### config.mk
export PLATFORM = sky130hd
export DESIGN_NAME = song_sequencer_flat
export DESIGN_NICKNAME = d
export VERILOG_FILES = /design/src/rtl/song_sequencer_pkg.sv /design/src/rtl/song_sequencer_if.sv /design/src/rtl/song_sequencer_beat_counter.sv /design/src/rtl/song_sequencer.sv /design/src/flat_wrapper.sv
export SDC_FILE = /design/constraint.sdc
export NUM_CORES = 1
export LEC_CHECK = 0
export BUFFER_PORTS_ARGS = -buffer_cell sky130_fd_sc_hd__buf_4
export CORE_MARGIN = 3
export CORE_UTILIZATION = 55
export CTS_BUF_LIST = sky130_fd_sc_hd__clkbuf_8
export DETAILED_ROUTE_END_ITERATION = 10
export PLACE_DENSITY = 0.81
export SLEW_MARGIN = 10
export SYNTH_ARGS = -nofsm -noshare
export SYNTH_HDL_FRONTEND = slang
export SYNTH_HIERARCHICAL = 1
export SYNTH_SLANG_ARGS = --single-unit
export TNS_END_PERCENT = 50
### constraint.sdc
create_clock -name clk -period 7.4 [get_ports clk]
set_input_delay 1.48 -clock clk [delete_from_list [all_inputs] [get_ports clk]]
set_output_delay 1.48 -clock clk [all_outputs]
set_load 0.01 [all_outputs]
### src/rtl/song_sequencer_pkg.sv
// Shared definitions for the song sequencer: FSM states,
// ROM entry layout and the rest-note constant.
package song_sequencer_pkg;

    typedef enum logic [2:0] {
        S_IDLE,
        S_FETCH,
        S_LOAD,
        S_PLAY,
        S_DONE
    } state_t;

    localparam int NOTE_LSB = 10;
    localparam int NOTE_W   = 6;
    localparam int DUR_LSB  = 4;
    localparam int DUR_W    = 6;
    localparam int META_LSB = 1;
    localparam int META_W   = 3;
    localparam int LAST_BIT = 0;

    localparam logic [NOTE_W-1:0] REST = '0;

    typedef struct packed {
        logic [NOTE_W-1:0] note;
        logic [DUR_W-1:0]  dur;
        logic [META_W-1:0] meta;
        logic              last;
    } entry_t;

    function automatic entry_t unpack_entry(input logic [15:0] d);
        entry_t e;
        e.note = d[NOTE_LSB +: NOTE_W];
        e.dur  = d[DUR_LSB +: DUR_W];
        e.meta = d[META_LSB +: META_W];
        e.last = d[LAST_BIT];
        return e;
    endfunction

endpackage

### src/rtl/song_sequencer_if.sv
// Song ROM bus: address out from the sequencer,
// registered data back one cycle later.
interface song_sequencer_if #(
    parameter int ADDR_W = 7
);
    logic [ADDR_W-1:0] rom_addr;
    logic [15:0]       rom_data;

    modport master (output rom_addr, input rom_data);
    modport slave  (input rom_addr, output rom_data);
endinterface

### src/rtl/song_sequencer_beat_counter.sv
// Beats elapsed within the current note; wraps to 0 on
// the beat that completes the note's duration.
module beat_counter (
    input  logic       clk,
    input  logic       reset,
    input  logic       clear,
    input  logic       enable,
    input  logic [5:0] duration,
    output logic       tc
);
    logic [5:0] cnt;

    assign tc = (cnt + 6'd1) == duration;

    always_ff @(posedge clk or posedge reset) begin
        if (reset)       cnt <= '0;
        else if (clear)  cnt <= '0;
        else if (enable) cnt <= tc ? 6'd0 : cnt + 6'd1;
    end
endmodule

### src/rtl/song_sequencer.sv
// Walks the song ROM, hands each note to the note player
// and times it in beats; supports pause, restart and looping.
module song_sequencer
    import song_sequencer_pkg::*;
#(
    parameter int ADDR_W = 7,
    parameter bit LOOP   = 1'b0
) (
    input  logic                   clk,
    input  logic                   reset,
    input  logic                   play,
    input  logic                   restart,
    input  logic                   beat,
    song_sequencer_if.master       rom,
    output logic [5:0]             note_to_load,
    output logic [2:0]             metadata,
    output logic                   load_new_note,
    output logic                   play_enable,
    output logic                   song_done
);
    localparam logic [ADDR_W-1:0] ADDR_MAX = '1;
    localparam logic [ADDR_W-1:0] ADDR_ONE = 1;

    state_t            state, nxt;
    logic [ADDR_W-1:0] addr, addr_nxt;
    entry_t            ent;
    logic [5:0]        dur_q;
    logic              last_q, load_q;
    logic              latch, clr, cnt_en, tc;

    assign ent          = unpack_entry(rom.rom_data);
    assign rom.rom_addr = addr;

    beat_counter u_beat_counter (
        .clk      (clk),
        .reset    (reset),
        .clear    (clr),
        .enable   (cnt_en),
        .duration (dur_q),
        .tc       (tc)
    );

    always_ff @(posedge clk or posedge reset) begin
        if (reset) state <= S_IDLE;
        else       state <= nxt;
    end

    always_comb begin
        nxt      = state;
        addr_nxt = addr;
        latch    = 1'b0;
        clr      = 1'b0;
        cnt_en   = 1'b0;
        unique case (state)
            S_IDLE: if (play) nxt = S_FETCH;
            S_FETCH: nxt = S_LOAD;
            S_LOAD: begin
                if (ent.dur != '0) begin
                    latch = 1'b1;
                    clr   = 1'b1;
                    nxt   = S_PLAY;
                end else if (LOOP) begin
                    addr_nxt = '0;
                    nxt      = S_FETCH;
                end else begin
                    nxt = S_DONE;
                end
            end
            S_PLAY: begin
                if (beat && play) begin
                    cnt_en = 1'b1;
                    if (tc) begin
                        nxt = S_FETCH;
                        if (!last_q && addr != ADDR_MAX)
                            addr_nxt = addr + ADDR_ONE;
                        else if (LOOP)
                            addr_nxt = '0;
                        else
                            nxt = S_DONE;
                    end
                end
            end
            S_DONE: nxt = S_DONE;
            default: nxt = S_IDLE;
        endcase
        // restart overrides whatever the state wanted this cycle
        if (restart) begin
            nxt      = S_FETCH;
            addr_nxt = '0;
            latch    = 1'b0;
            clr      = 1'b1;
            cnt_en   = 1'b0;
        end
    end

    always_ff @(posedge clk or posedge reset) begin
        if (reset) begin
            addr         <= '0;
            note_to_load <= REST;
            metadata     <= '0;
            dur_q        <= '0;
            last_q       <= 1'b0;
            load_q       <= 1'b0;
        end else begin
            addr   <= addr_nxt;
            load_q <= latch;
            if (latch) begin
                note_to_load <= ent.note;
                metadata     <= ent.meta;
                dur_q        <= ent.dur;
                last_q       <= ent.last;
            end
        end
    end

    assign load_new_note = load_q & ~restart;
    assign play_enable   = (state == S_PLAY) && play;
    assign song_done     = (state == S_DONE);
endmodule

### src/flat_wrapper.sv
// flat-port wrapper written by rule: the top's interface ports become plain ports
module song_sequencer_flat import song_sequencer_pkg::*;
#(
    parameter int ADDR_W = 7,
    parameter bit LOOP   = 1'b0
)
  (clk, reset, play, restart, beat, note_to_load, metadata, load_new_note, play_enable, song_done, rom_rom_addr, rom_rom_data);
  song_sequencer_if #(.ADDR_W(ADDR_W)) rom_i ();
  input  logic clk;
  input  logic reset;
  input  logic play;
  input  logic restart;
  input  logic beat;
  output logic [5:0] note_to_load;
  output logic [2:0] metadata;
  output logic load_new_note;
  output logic play_enable;
  output logic song_done;
  output wire logic [$bits(rom_i.rom_addr)-1:0] rom_rom_addr;
  input wire logic [$bits(rom_i.rom_data)-1:0] rom_rom_data;
  assign rom_rom_addr = rom_i.rom_addr;
  assign rom_i.rom_data = rom_rom_data;
  song_sequencer #(.ADDR_W(ADDR_W), .LOOP(LOOP)) u_core (.clk(clk), .reset(reset), .play(play), .restart(restart), .beat(beat), .rom(rom_i), .note_to_load(note_to_load), .metadata(metadata), .load_new_note(load_new_note), .play_enable(play_enable), .song_done(song_done));
endmodule
# Word level (Yosys, flattened, before mapping)
# Cells that the tools add are included.
# classes
n_reduce_logical	13
addsub	2
n_bitwise	2
eq_ne	9
n_mux	22
# ops
op	count
7-bit two-way mux	5
3-bit two-way mux	6
6-bit two-way mux	3
3-bit case mux with 5 select lines	1
2-bit nonzero test	5
7-bit by 1-bit adder with 7-bit output, second input constant	1
1-bit two-way mux	7
7-bit != test, second input constant	1
6-bit by 1-bit adder with 6-bit output, second input constant	1
3-bit by 2-bit == test with 1-bit output, second input constant	2
6-bit == test	1
3-bit != test, second input constant	2
6-bit nonzero test	1
4-bit AND reduction	1
3-bit by 1-bit == test with 1-bit output, second input constant	1
3-bit == test, second input constant	1
1-bit logical AND	3
3-bit zero test	1
3-bit by 2-bit != test with 1-bit output, second input constant	1
3-bit AND reduction	1
1-bit bitwise AND	1
1-bit zero test	1
1-bit NOT	1
# totals
word_cells	56
output_inout_bits	19
inputBits	21
reg_bits	33

# Logic depth before layout (Yosys ltp)
# depth
ltp_word	7
mapped_depth	9

# Cells and area by module
# The synthesis kept the hierarchy.
# modules_own_cells
module	area_per_inst_um2	seq_area_each_um2	cells_per_inst	n_inst
song_sequencer	1258.7	675.6	105	1
beat_counter	523.0	150.1	52	1

# Worst setup path before layout
# Ideal clock, no wire load.
# synth_path
kind	input port to output port
start	input port play
end	output port play_enable
arrival_ns	1.660
t_required_ns	5.920
n_path_buf	0
stages	1
setup_slack_ns	4.260
path_cell_list	and3_1
# synth_between
elab_chain_cells	1
# synth_lines
element	line	source
from (decl)	flat_wrapper.sv:11	input logic play;
1-bit logical AND	song_sequencer.sv:117	assign play_enable = (state == S_PLAY) && play;
to (decl)	flat_wrapper.sv:17	output logic play_enable;
# No other way between the ends.

# Worst setup path after layout
# Ends and elaborated chain as after synthesis.

==> flow_summary.yaml <==
setup_path:
  crit_family: "buffers and inverters"
  cp_slowest_cell: "and3_1"
  startpoint: "play"
  critPathCaptureType: "primary output"
  crit_end: "play_enable"
  rr_worst_depth: 8
  worstPathRequired_ns: 5.92
  path_common_cell: "buf_4"
  crit_type: "in2out"
  crit_path_start_kind: "input port"
  r2r_setup_slack_ns: 4.58
  r2r-end: "u_core/rom.rom_addr[5]"
  max_stage_delay_ns: 0.16
  path_cells: "buf_4, and3_1, buf_4"
  r2r_start: "u_core/u_beat_counter/cnt[0]"
  cp.depth: 3
  crit_arrival_ns: 1.90
  path_max_fanout: 4
  worst-path-buf-inv: 2
die:
  die_w_um: 62.9
  ioPinCount: 40
  core_area_um2: 3080
  fp.dieH_um: 62.9
  rows: 20
  start_util: 0.579
  dieArea_um2: 3960
drt:
  ant_nets: 0
  drt_first_iter_violations: 65
  vias_per_cell: 5.59
  finalWirelength_um: 3600
  first_pass_iters: 4
  wl_per_cell_um: 14.8
  drc: 0
  num_vias: 1365
grt:
  grt_usage: 0.200
  antenna_found_initial: 0
  grt_pass1_vias: 1383
  grt_max_degree: 28
  overflow: 0
  grt_first_pass_wirelength_um: 6290
logic_synthesis:
  ys_async_sr_fraction: 1.00
  synth_nets: 180
  ys_seq_area_frac: 0.463
  synthXorXnorAreaFrac: 0.0478
  synth_top_family_by_area: "simple AND/OR/NAND/NOR gates"
  ys_types: 46
  synth_compound_area_frac: 0.164
  synth_edf_count: 0
  synthAdderAreaFrac: 0.0140
  syn_area_um2: 1780
  ys_ff_latch: 33
  ys.flop_type: "dfrtp_1"
  syn_avg_cell_area_um2: 11.3
  yosys_warnings: 6
  muxShareOfSynthArea: 0.101
  synthSimpleGateAreaFrac: 0.173
  synthCells: 157
clocking:
  cts_root_buf: "clkbuf_8"
  cts.sinks: 33
  clk_pin_slew_ns: 0.07
  htreeDepth: 2
  cts_resized: 0
  cts_tree: "done"
  clockBufferDepth: 2
  insertion_delay_ns: 0.28
  post-cts-setup-buffers: 0
  cts_buffers: 5
  cts_hold_buf: 0
sta:
  period_share: 0.457
  finalCriticalPeriod_ns: 3.38
  hold_viol: 0
  tightest_slew_ns: 1.04
  setup_viol: 0
  max_freq_mhz: 296
  slew_headroom: 0.304
  worst_clock_skew_ns: 0.00598
  slew_violations: 0
  fin_setup_tns_ns: 0
  rsz0062_at_grt: "false"
place:
  hpwl_um: 2650
  dp_cells: 236
  place_congestion: 0.927
  portBuffers: 39
power:
  p_switching_uw: 196
  pwr-share-clk: 0.236
  p_sw_frac: 0.315
  power_density_nw_per_um2: 283
  p_comb_frac: 0.324
  leakagePower_uw: 0.000975
  power_frac_seq: 0.440
  p_int_uw: 426
  ir_worst_vdd_uv: 206
  total_power_uw: 623
layout:
  final_cell_mix: "40 x buf_4, 33 x dfrtp_1, 16 x mux2_2, 10 x a21oi_1"
  n_fill_cell: 233
  drive_above_1_share: 0.405
  area_growth_pct: 23.3
  nets: 222
  antennaDiodeCount: 0
  instances_no_fill: 244
  final_common_cell: "buf_4"
status:
  run_status: "finished, final reports clean"
run:
  drv_cap: 0
min_path:
  hold_path.class: "reg2reg"
-- synthesized netlist by cell type, drive strengths merged (3+ instances only) --
cell | number | share of area
nand3b | 3 | 0.015
buf | 3 | 0.019
dfrtp | 33 | 0.46
and2 | 4 | 0.015
nand3 | 7 | 0.025
inv | 6 | 0.013
nor2 | 10 | 0.025
and3 | 3 | 0.013
a2111oi | 5 | 0.046
o21ai | 9 | 0.025
or3 | 3 | 0.011
nor2b | 3 | 0.011
a21oi | 10 | 0.028
mux2 | 16 | 0.10
nand2 | 8 | 0.018
xnor2 | 6 | 0.038
-- power groups by stage --
stage,Combinational [uW],Clock [uW],Sequential (uW)
finish,202,147,274
global route,220,161,281
CTS,204,151,273
detailed placement,203,0,276
global placement,196,0,273
floorplan,130,0,276
-- cell families (layout without fill, tap and decap cells) --
family | count (synthesis) | after routing
DFF | 33 | 33
xor gates and xnor gates | 8 | 8
and+or+nand+nor | 50 | 50
muxes | 16 | 16
adders and majority gates | 2 | 2
AOI/OAI and AO/OA | 37 | 37
buffers and inverters | 11 | 54
-- layer usage --
metal / GRT usage / part of all wire / up-vias
met1: 0.247 / 0.42 / 673
met4: 0.0689 / 0.010 / 0
li1: - / - / 663
met5: 0 / 0 / -
met2: 0.349 / 0.53 / 24
met3: 0.0360 / 0.032 / 5
-- metrics by stage --
step / hold slack, ns / utilization / cell area [um2] / worst slack [ns]
finish: 0.514 / 0.714 / 2200 / 4.02
global route: 0.537 / 0.714 / 2200 / 4.00
CTS: 0.515 / 0.714 / 2200 / 4.02
detailed placement: 0.499 / 0.681 / 2100 / 4.02
global placement: 0.490 / 0.681 / 2100 / 4.03
floorplan: 0.470 / - / 1780 / 4.26
-- flip-flops by register name (all words and copies together) (netlist names) --
register,cells
u_core/dur_q,6
u_core/note_to_load,6
u_core/rom.rom_addr,7
u_core/last_q,1
u_core/metadata,3
u_core/state,3
u_core/u_beat_counter/cnt,6
u_core/load_q,1
-- how the worst min path moves through the flow --
stage,start,endpoint,cells after the start
final,u_core/note_to_load[4],u_core/note_to_load[4],1
after global routing,u_core/note_to_load[4],u_core/note_to_load[4],1
after CTS,u_core/note_to_load[4],u_core/note_to_load[4],1
after detailed placement,u_core/note_to_load[4],u_core/note_to_load[4],1
after global placement,u_core/metadata[1],u_core/metadata[1],1
after floorplan,u_core/state[2],u_core/state[1],1
-- area by class of cell --
type | instances | area [um2] | share of cell area
Clock inverter | 1 | 5.00 | 0.00228
Inverter | 6 | 22.5 | 0.0103
Multi-Input combinational cell | 113 | 892 | 0.406
Sequential cell | 33 | 826 | 0.376
Tap cell | 44 | 55.1 | 0.0251
Clock buffer | 7 | 96.3 | 0.0438
Timing Repair Buffer | 40 | 300 | 0.137
Note: power is estimated with default switching activity, not from simulation.
